`config.mk`:
```
export PLATFORM = sky130hd
export DESIGN_NAME = chase_supervisor
export DESIGN_NICKNAME = d
export VERILOG_FILES = /design/src/rtl/chase_supervisor.sv
export SDC_FILE = /design/constraint.sdc
export NUM_CORES = 1
export LEC_CHECK = 0
export ABC_AREA = 0
export ABC_CLOCK_PERIOD_IN_PS = 2900
export CAP_MARGIN = 20
export CORE_UTILIZATION = 52
export DETAILED_ROUTE_END_ITERATION = 8
export PLACE_DENSITY = 0.91
export SETUP_SLACK_MARGIN = 0.15
export SYNTH_ARGS = -nofsm -noshare
export SYNTH_HDL_FRONTEND = slang
export SYNTH_SLANG_ARGS = --single-unit
```
`constraint.sdc`:
```
create_clock -name clk_in -period 2.9 [get_ports clk_in]
set_clock_uncertainty 0.1 [all_clocks]
set_input_delay 0.58 -clock clk_in [delete_from_list [all_inputs] [get_ports clk_in]]
set_output_delay 0.58 -clock clk_in [all_outputs]
set_load 0.01 [all_outputs]
```
`src/rtl/chase_supervisor.sv`:
```
// chase_supervisor
// Frame-rate supervisor between the ball detector and the motor driver.
// It qualifies detections, runs an IDLE/ACQUIRE/TRACK/LOST/SEARCH sequencer,
// gates the PD controller's frame strobe, and produces the motor speed/turn.
//
// Build option:
//   CHASE_SUPERVISOR_SLEW_EN  defined   -> each output moves toward its target
//                                          by at most SLEW_STEP per frame.
//                             undefined -> each output loads its target directly
//                                          on a frame, saturated to +/-255.
// Dropping enable_in forces both outputs to 0 on the next cycle in both builds.
module chase_supervisor #(
    parameter int ACQ_FRAMES  = 3,
    parameter int LOST_FRAMES = 8,
    parameter int MIN_RAD     = 4,
    parameter int SEARCH_TURN = 64,
    parameter int SLEW_STEP   = 16
) (
    input  logic              clk_in,
    input  logic              rst_in,
    input  logic              enable_in,
    input  logic              ready_in,
    input  logic              found_in,
    input  logic [6:0]        cur_rad,
    input  logic signed [8:0] speed_in,
    input  logic signed [8:0] turn_in,
    output logic              ctrl_ready_out,
    output logic signed [8:0] speed_out,
    output logic signed [8:0] turn_out,
    output logic [2:0]        state_out,
    output logic              lost_out
);

    localparam int HIT_W  = $clog2(ACQ_FRAMES + 1);
    localparam int MISS_W = $clog2(LOST_FRAMES + 1);

    localparam logic [HIT_W-1:0]   ACQ_N      = HIT_W'(ACQ_FRAMES);
    localparam logic [MISS_W-1:0]  LOST_N     = MISS_W'(LOST_FRAMES);
    localparam logic [6:0]         MIN_RAD_C  = 7'(MIN_RAD);
    localparam logic signed [8:0]  SEARCH_T   = 9'(SEARCH_TURN);
    localparam logic signed [9:0]  STEP_LIM   = 10'(SLEW_STEP);
    localparam logic signed [9:0]  OUT_MAX    = 10'sd255;
    localparam logic signed [9:0]  OUT_MIN    = -10'sd255;

    typedef enum logic [2:0] {
        ST_IDLE    = 3'd0,
        ST_ACQUIRE = 3'd1,
        ST_TRACK   = 3'd2,
        ST_LOST    = 3'd3,
        ST_SEARCH  = 3'd4
    } state_t;

    // Registered state
    state_t              r_state;
    logic [HIT_W-1:0]    r_hit_cnt;
    logic [MISS_W-1:0]   r_miss_cnt;
    logic signed [8:0]   r_hold_speed;
    logic signed [8:0]   r_hold_turn;
    logic signed [8:0]   r_speed;
    logic signed [8:0]   r_turn;
    logic                r_ctrl_ready;
    logic                r_lost;

    // Combinational helpers
    logic                w_hit;
    logic                w_miss;
    logic [HIT_W-1:0]    w_hit_inc;
    logic [MISS_W-1:0]   w_miss_inc;
    state_t              w_state_nxt;
    logic [HIT_W-1:0]    w_hit_nxt;
    logic [MISS_W-1:0]   w_miss_nxt;
    logic                w_ctrl_nxt;
    logic signed [8:0]   w_tgt_speed;
    logic signed [8:0]   w_tgt_turn;
    logic signed [8:0]   w_step_speed;
    logic signed [8:0]   w_step_turn;

    // Move one output toward its target for a single frame and keep the
    // result inside the symmetric motor range [-255, 255].
    function automatic logic signed [8:0] step_out(
        input logic signed [8:0] cur,
        input logic signed [8:0] tgt
    );
        logic signed [9:0] cur_x;
        logic signed [9:0] tgt_x;
        logic signed [9:0] diff;
        logic signed [9:0] sum;
        logic signed [8:0] res;
        cur_x = cur;
        tgt_x = tgt;
`ifdef CHASE_SUPERVISOR_SLEW_EN
        diff = tgt_x - cur_x;
        if (diff > STEP_LIM) begin
            diff = STEP_LIM;
        end else if (diff < -STEP_LIM) begin
            diff = -STEP_LIM;
        end else begin
            diff = diff;
        end
        sum = cur_x + diff;
`else
        diff = 10'sd0;
        sum  = tgt_x + diff;
`endif
        if (sum > OUT_MAX) begin
            res = 9'sd255;
        end else if (sum < OUT_MIN) begin
            res = -9'sd255;
        end else begin
            res = sum[8:0];
        end
        return res;
    endfunction

    // Frame classification and saturating counter increments
    always_comb begin
        w_hit      = ready_in & found_in & (cur_rad >= MIN_RAD_C);
        w_miss     = ready_in & ~w_hit;
        w_hit_inc  = (r_hit_cnt  == {HIT_W{1'b1}})  ? r_hit_cnt  : r_hit_cnt  + 1'b1;
        w_miss_inc = (r_miss_cnt == {MISS_W{1'b1}}) ? r_miss_cnt : r_miss_cnt + 1'b1;
    end

    // Per-state drive target; LOST coasts on the last tracked command
    always_comb begin
        w_tgt_speed = 9'sd0;
        w_tgt_turn  = 9'sd0;
        case (r_state)
            ST_IDLE: begin
                w_tgt_speed = 9'sd0;
                w_tgt_turn  = 9'sd0;
            end
            ST_ACQUIRE: begin
                w_tgt_speed = 9'sd0;
                w_tgt_turn  = 9'sd0;
            end
            ST_TRACK: begin
                w_tgt_speed = speed_in;
                w_tgt_turn  = turn_in;
            end
            ST_LOST: begin
                w_tgt_speed = r_hold_speed;
                w_tgt_turn  = r_hold_turn;
            end
            ST_SEARCH: begin
                w_tgt_speed = 9'sd0;
                w_tgt_turn  = SEARCH_T;
            end
            default: begin
                w_tgt_speed = 9'sd0;
                w_tgt_turn  = 9'sd0;
            end
        endcase
        w_step_speed = step_out(r_speed, w_tgt_speed);
        w_step_turn  = step_out(r_turn,  w_tgt_turn);
    end

    // Sequencer next-state, counter and controller-strobe decisions
    always_comb begin
        w_state_nxt = r_state;
        w_hit_nxt   = r_hit_cnt;
        w_miss_nxt  = r_miss_cnt;
        w_ctrl_nxt  = 1'b0;
        if (!enable_in) begin
            w_state_nxt = ST_IDLE;
            w_hit_nxt   = '0;
            w_miss_nxt  = '0;
        end else begin
            case (r_state)
                ST_IDLE: begin
                    w_state_nxt = ST_ACQUIRE;
                    w_hit_nxt   = '0;
                    w_miss_nxt  = '0;
                end
                ST_ACQUIRE: begin
                    if (w_hit) begin
                        w_ctrl_nxt = 1'b1;
                        if (w_hit_inc == ACQ_N) begin
                            w_state_nxt = ST_TRACK;
                            w_hit_nxt   = '0;
                        end else begin
                            w_hit_nxt = w_hit_inc;
                        end
                    end else if (w_miss) begin
                        w_hit_nxt = '0;
                    end else begin
                        w_hit_nxt = r_hit_cnt;
                    end
                end
                ST_TRACK: begin
                    if (w_hit) begin
                        w_ctrl_nxt = 1'b1;
                    end else if (w_miss) begin
                        w_state_nxt = ST_LOST;
                        w_miss_nxt  = MISS_W'(1);
                    end else begin
                        w_state_nxt = ST_TRACK;
                    end
                end
                ST_LOST: begin
                    if (w_hit) begin
                        w_ctrl_nxt  = 1'b1;
                        w_state_nxt = ST_TRACK;
                        w_miss_nxt  = '0;
                    end else if (w_miss) begin
                        if (w_miss_inc >= LOST_N) begin
                            w_state_nxt = ST_SEARCH;
                            w_miss_nxt  = '0;
                        end else begin
                            w_miss_nxt = w_miss_inc;
                        end
                    end else begin
                        w_miss_nxt = r_miss_cnt;
                    end
                end
                ST_SEARCH: begin
                    // No controller strobe here: its position history is stale.
                    if (w_hit) begin
                        if (ACQ_N == HIT_W'(1)) begin
                            w_state_nxt = ST_TRACK;
                            w_hit_nxt   = '0;
                        end else begin
                            w_state_nxt = ST_ACQUIRE;
                            w_hit_nxt   = HIT_W'(1);
                        end
                    end else begin
                        w_state_nxt = ST_SEARCH;
                    end
                end
                default: begin
                    w_state_nxt = ST_IDLE;
                    w_hit_nxt   = '0;
                    w_miss_nxt  = '0;
                end
            endcase
        end
    end

    // Sequencer registers and registered motor/strobe outputs
    always_ff @(posedge clk_in or posedge rst_in) begin
        if (rst_in) begin
            r_state      <= ST_IDLE;
            r_hit_cnt    <= '0;
            r_miss_cnt   <= '0;
            r_hold_speed <= 9'sd0;
            r_hold_turn  <= 9'sd0;
            r_speed      <= 9'sd0;
            r_turn       <= 9'sd0;
            r_ctrl_ready <= 1'b0;
            r_lost       <= 1'b0;
        end else if (!enable_in) begin
            r_state      <= ST_IDLE;
            r_hit_cnt    <= '0;
            r_miss_cnt   <= '0;
            r_hold_speed <= 9'sd0;
            r_hold_turn  <= 9'sd0;
            r_speed      <= 9'sd0;
            r_turn       <= 9'sd0;
            r_ctrl_ready <= 1'b0;
            r_lost       <= 1'b0;
        end else begin
            r_state      <= w_state_nxt;
            r_hit_cnt    <= w_hit_nxt;
            r_miss_cnt   <= w_miss_nxt;
            r_ctrl_ready <= w_ctrl_nxt;
            r_lost       <= (w_state_nxt == ST_LOST) || (w_state_nxt == ST_SEARCH);
            if (ready_in) begin
                r_speed <= w_step_speed;
                r_turn  <= w_step_turn;
            end else begin
                r_speed <= r_speed;
                r_turn  <= r_turn;
            end
            if (ready_in && (r_state == ST_TRACK)) begin
                r_hold_speed <= speed_in;
                r_hold_turn  <= turn_in;
            end else begin
                r_hold_speed <= r_hold_speed;
                r_hold_turn  <= r_hold_turn;
            end
        end
    end

    assign ctrl_ready_out = r_ctrl_ready;
    assign speed_out      = r_speed;
    assign turn_out       = r_turn;
    assign state_out      = r_state;
    assign lost_out       = r_lost;

endmodule

```
Yosys cells after proc, flatten, opt, wreduce, memory -nomap -nowiden
Cells that the tools add are included.

word-level totals
  register bits = 47
  bits of input ports = 30

cells by class
  add/subtract/negate cells = 2
  $lt $le $gt $ge = 6
  equality and inequality tests = 18
  mux-type cells = 44
  bitwise gates (word level) = 4
  reduce and logical (&&, ||, !) cells = 8

operators with widths
  operator             number
  $mux 9               12
  $mux 4               7
  $mux 3               9
  $pmux 9 s3           1
  $gt 9x9->1 const B   2
  $lt 9x9->1 const B   2
  $pmux 9 s2           1
  $pmux 3 s5           1
  $mux 2               6
  $pmux 4 s3           1
  $eq 3x2->1 const B   3
  $ne 3x3->1 const B   3
  $ne 4x4->1 const B   2
  $ge 7x3->1 const B   1
  $eq 3x3->1 const B   2
  $pmux 2 s3           1
  $mux 1               5
  $add 4x1->4 const B  1
  $eq 2x2->1 const B   2
  $eq 4x4->1 const B   1
  $ge 4x4->1 const B   1
  $ne 2x1->1 const B   2
  $ne 2x2->1 const B   2
  $reduce_and 4->1     1
  10 further kinds     13

Logic depth before layout (Yosys ltp)
  word-level depth = 11
  depth in mapped cells = 10
  gate-level depth less buffers = 8

Least setup slack after synthesis
No wires, ideal clock.

  kind = register to register
  start point = register r_state[0], in the netlist state_out[0]
  end point = register r_speed[7], in the netlist speed_out[7]
  library setup time = 78 ps
  arrival = 2250 ps
  path slack = 472 ps
  stages on the path, launching flop included = 9
  period minus slack after synthesis = 2428 ps
  cells stage by stage = dfrtp_1 clkbuf_8 or4b_2 o41ai_1 a31o_2 ha_1 nor2_1 nand3_1 a21oi_1

on the way
  word-level cells in the longest chain between the ends = 7
  elaborated cells between the ends (all ways) = 9
  classes of those cells = 2 x order compare; 2 x eq/ne; 5 x mux

RTL lines
  element                   line  RTL
  start: declaration        54    state_t r_state;
  start signal: assignment  261   r_state <= w_state_nxt;
  $eq 3x2->1                127   case (r_state)
  $pmux 9 s2 *              127
  $lt 9x9->1                107   end else if (sum < OUT_MIN) begin
  $mux 9                    107
  $mux 9 *                  105   if (sum > OUT_MAX) begin
  $mux 9 *                  266   if (ready_in) begin
  $mux 9 *                  250   end else if (!enable_in) begin
  end signal: assignment    267   r_speed <= w_step_speed;
  end signal: assignment    270   r_speed <= r_speed;
  end: declaration          59    logic signed [8:0] r_speed;

Mark *: on every way between the ends. The rest lies on a longest branch, timed or not. The select of a mux whose other input is x is not followed.
A chain may end at the register's enable or synchronous reset.

Worst setup path after layout
  start point = register r_hold_speed[3]
  end point = register r_speed[5], in the netlist speed_out[5]

on the way
  word-level cells in the longest chain between the ends = 6
  elaborated cells between the ends (all ways) = 7
  classes of those cells = 2 x order compare; 5 x mux

RTL lines
  element                   line  RTL
  start: declaration        57    logic signed [8:0] r_hold_speed;
  start signal: assignment  274   r_hold_speed <= speed_in;
  start signal: assignment  277   r_hold_speed <= r_hold_speed;
  $pmux 9 s2 *              127
  $lt 9x9->1                107
  $mux 9                    107
  $mux 9 *                  105
  $mux 9 *                  266
  $mux 9 *                  250

Marked as above.

==> results by group <==
Routing
  – DR DRC count: 0
  – DR iter-0 viols: roughly 160
  – DRT antenna net count: 0
  – Vias: 2315
  – Via density: slightly below 6
  – WL final: ~6300 µm
  – Routed wire per std cell: between 15 and 20 µm
  – TritonRoute pass-1 iters: 4

Timing
  – Peak Freq: ~380 MHz
  – Hold Violations, Final: 0
  – TNS Setup: 0 ps
  – Max-slew violation total from the final report: 0
  – Max-slew headroom: between 60% and 70%
  – Pin slew with the least headroom to its limit: around 510 ps
  – Unrepaired setup endpoints after global routing: true
  – Final setup viols: 0
  – Tmin final: roughly 2600 ps
  – Final Cycle Share: 89.86%

GRT
  – Global-route wire length before repair: between 10000 and 15000 µm
  – Grt met1 use: about a third
  – Initial antenna violation count: 0
  – Vias in the first global route: 2212
  – GRT Total Usage: 25.23%
  – Largest net degree at the start of global routing: 32
  – Routing usage on met3: 6.996%
  – GR peak layer: met2
  – Grt met2 use: 40.53%
  – Gr ovfl total: 0

Finish
  – Area grow syn2layout: 24.50%
  – Fin nets: roughly 370
  – Fin cells: 400
  – Most frequent cells in the layout: 50 x clkdlybuf4s50_1, 47 x dfrtp_1, 45 x nand2_1, 33 x a21oi_1
  – Commonest non-fill, non-tap cell in the layout: clkdlybuf4s50_1
  – Post-layout util: just under 70%
  – Diode count: 0
  – Layout cell share with drive strength beyond 1: between 10% and 20%

Setup path
  – Arr. time, crit path: ~2800 ps
  – R2R depth: 6
  – Critical path launch point: r_hold_speed[3]
  – Required time worst endpoint: ~3100 ps
  – R2r endpoint: speed_out[5]
  – Critical Path Start Type: flip-flop
  – R2R setup slack: between 200 and 300 ps
  – Critical path type: reg2reg
  – Setup crit end: speed_out[5]
  – Max FO, Critical Path: 4
  – CP Capture Type: flip-flop
  – Worst r2r src: r_hold_speed[3]

CTS
  – Clock Path Buffers: 2
  – H-tree depth: 2
  – Sink Count: 47
  – Clock transition at path regs: 90 ps
  – Worst-Skew Late Latency: 310 ps
  – CTS root buffer: clkbuf_8
  – Num CTS Buffers: 5
  – CTS tree: yes

Synth
  – Net Count, Synth: 312
  – Mux share of post-synthesis cell area: around 8.6%
  – Yosys synthesis warning count: 0
  – Synth Area in XOR/XNOR: less than 1%
  – Synthesized area: between 0.002 and 0.003 mm²
  – Yosys top cell area share: between 40% and 50%
  – Area contributors post-synth: dfrtp_1 45%, nand2_1 6.4%, a21oi_1 6.3%
  – Gate Count Post-Synth: roughly 280
  – Largest family of logic cells by synthesized area: simple AND/OR/NAND/NOR gates
  – Synth Area in Simple Gates: ~22%
  – Syn Area/Cell: 9.462 µm²
  – Leading area contributor after synthesis: dfrtp_1
  – Cell variety after synth: 53
  – Synth Area in Adders: between 1 and 1.5%
  – Compound-Gate Fraction of Synth Area: roughly 17%
  – Yosys reg bits: 47
  – Sequential fraction of the synthesis area: between 40% and 50%

Floorplan
  – Initial Utilization: a little over half
  – Die X-Extent: around 73 µm
  – Row count: 25
  – Chip Height: about 73 µm
  – Num ports: between 50 and 60
  – Core area: approximately 0.0048 mm²
  – DIE AREA: between 0.005 and 0.006 mm²

Power and ir drop
  – P_leak: 1.367 nW
  – Peak supply drop: 0.3310 mV
  – PwrDens: 366.0 mW/mm²

Placed design
  – Detail Placement HPWL: between 4000 and 5000 µm
  – Cells after DPL: between 300 and 400
  – IO Port Bufs: 50
  – GPL Wtd Cong: a little under 0.9

Outcome
  – Status: finished clean

Flow run
  – Maxcap violations: 0

Worst hold path
  – Hold Path Class: in2async
-- stage by stage --
stage / power (mW) / hold slack [ps] / setup slack [ps] / area, µm²
after floorplan: 0.7531 / 390.2 / 472.0 / 2640
after global placement: 0.8205 / 405.9 / -23.45 / 3196
after detailed placement: 0.8245 / 415.2 / -53.51 / 3196
after CTS: 1.208 / 407.8 / 174.0 / 3277
after global routing: 1.248 / 420.1 / 139.0 / 3287
final: 1.203 / 402.4 / 294.1 / 3287
-- registers in the layout, summed over array words and instances (netlist names) --
register and cells:
ctrl_ready_out 1, lost_out 1, r_hit_cnt 2, r_hold_speed 9, r_hold_turn 9, r_miss_cnt 4
speed_out 9, state_out 3, turn_out 9
-- per-layer routing --
metal | routed length, µm | vias up
met1 | 2667 | 1130
met2 | 3158 | 81
met4 | 139 | 0
met5 | 0 | -
met3 | 373 | 15
li1 | - | 1089
-- cell usage after synthesis (all sizes together) --
cell type	number
xor2	1
nor4bb	1
mux2i	8
o21ai	10
o21a	4
nor2	9
nand4	1
nand3b	1
a31o	3
bufbuf	1
inv	10
or4b	2
a31oi	3
nand2	45
a21oi	33
o21bai	1
a32o	1
ha	3
and2	2
nand3	14
o211ai	1
buf	7
a22o	1
mux2	13
nor4b	3
o2111ai	1
and3	1
nor3	3
or4	4
o32ai	1
dfrtp	47
clkbuf	10
o41ai	2
nor2b	6
o22a	1
nand2b	13
o22ai	3
o211a	2
a2bb2oi	1
or2b	1
nor3b	3
nor4	1
a21boi	1
-- layout make-up --
cell class,instances,area (µm²)
Clock buffer,7,76.32
Clock inverter,1,5.005
Fill cell,382,1530
Inverter,10,37.54
Multi-Input combinational cell,204,1303
Sequential cell,47,1176
Tap cell,67,83.83
Timing Repair Buffer,64,605.6
-- logic make-up (layout without fill, tap and decap cells) --
logic type | Yosys count | in the layout
xor gates and xnor gates | 1 | 1
and+or+nand+nor | 110 | 110
adders and majority gates | 3 | 3
muxes | 21 | 21
DFF | 47 | 47
AOI/OAI and AO/OA | 69 | 69
buffers and inverters | 28 | 82
-- timing repair --
action                     4_1_cts  5_1_grt
hold buffers                     0        0
setup buffers                    0        0
setup endpoints to repair        0        9
gates resized for setup          0        3
-- critical path: stages (launching register included) --
cell     delay, ps
dfrtp_1        420
or4b_2         700
o41ai_1        300
a31o_2         210
ha_1           280
nor4b_1        400
o21a_1         150
-- where the power goes --
part	leakage, nW	internal (mW)	switching (mW)
Combinational	0.673	0.0756	0.0750
Sequential	0.652	0.659	0.00304
Clock	0.0422	0.170	0.221
-- worst min-delay path by stage --
stage	startpoint	end	slack, ps	depth (start not counted)
final	rst_in	r_hold_speed[6]	400	2
after global routing	rst_in	speed_out[5]	420	2
after CTS	rst_in	r_hold_speed[6]	410	2
after detailed placement	r_hold_turn[6]	r_hold_turn[6]	420	2
after global placement	r_hold_speed[8]	r_hold_speed[8]	410	2
after floorplan	r_miss_cnt[1]	r_miss_cnt[1]	390	1
Power figures use the tool's default switching activity.
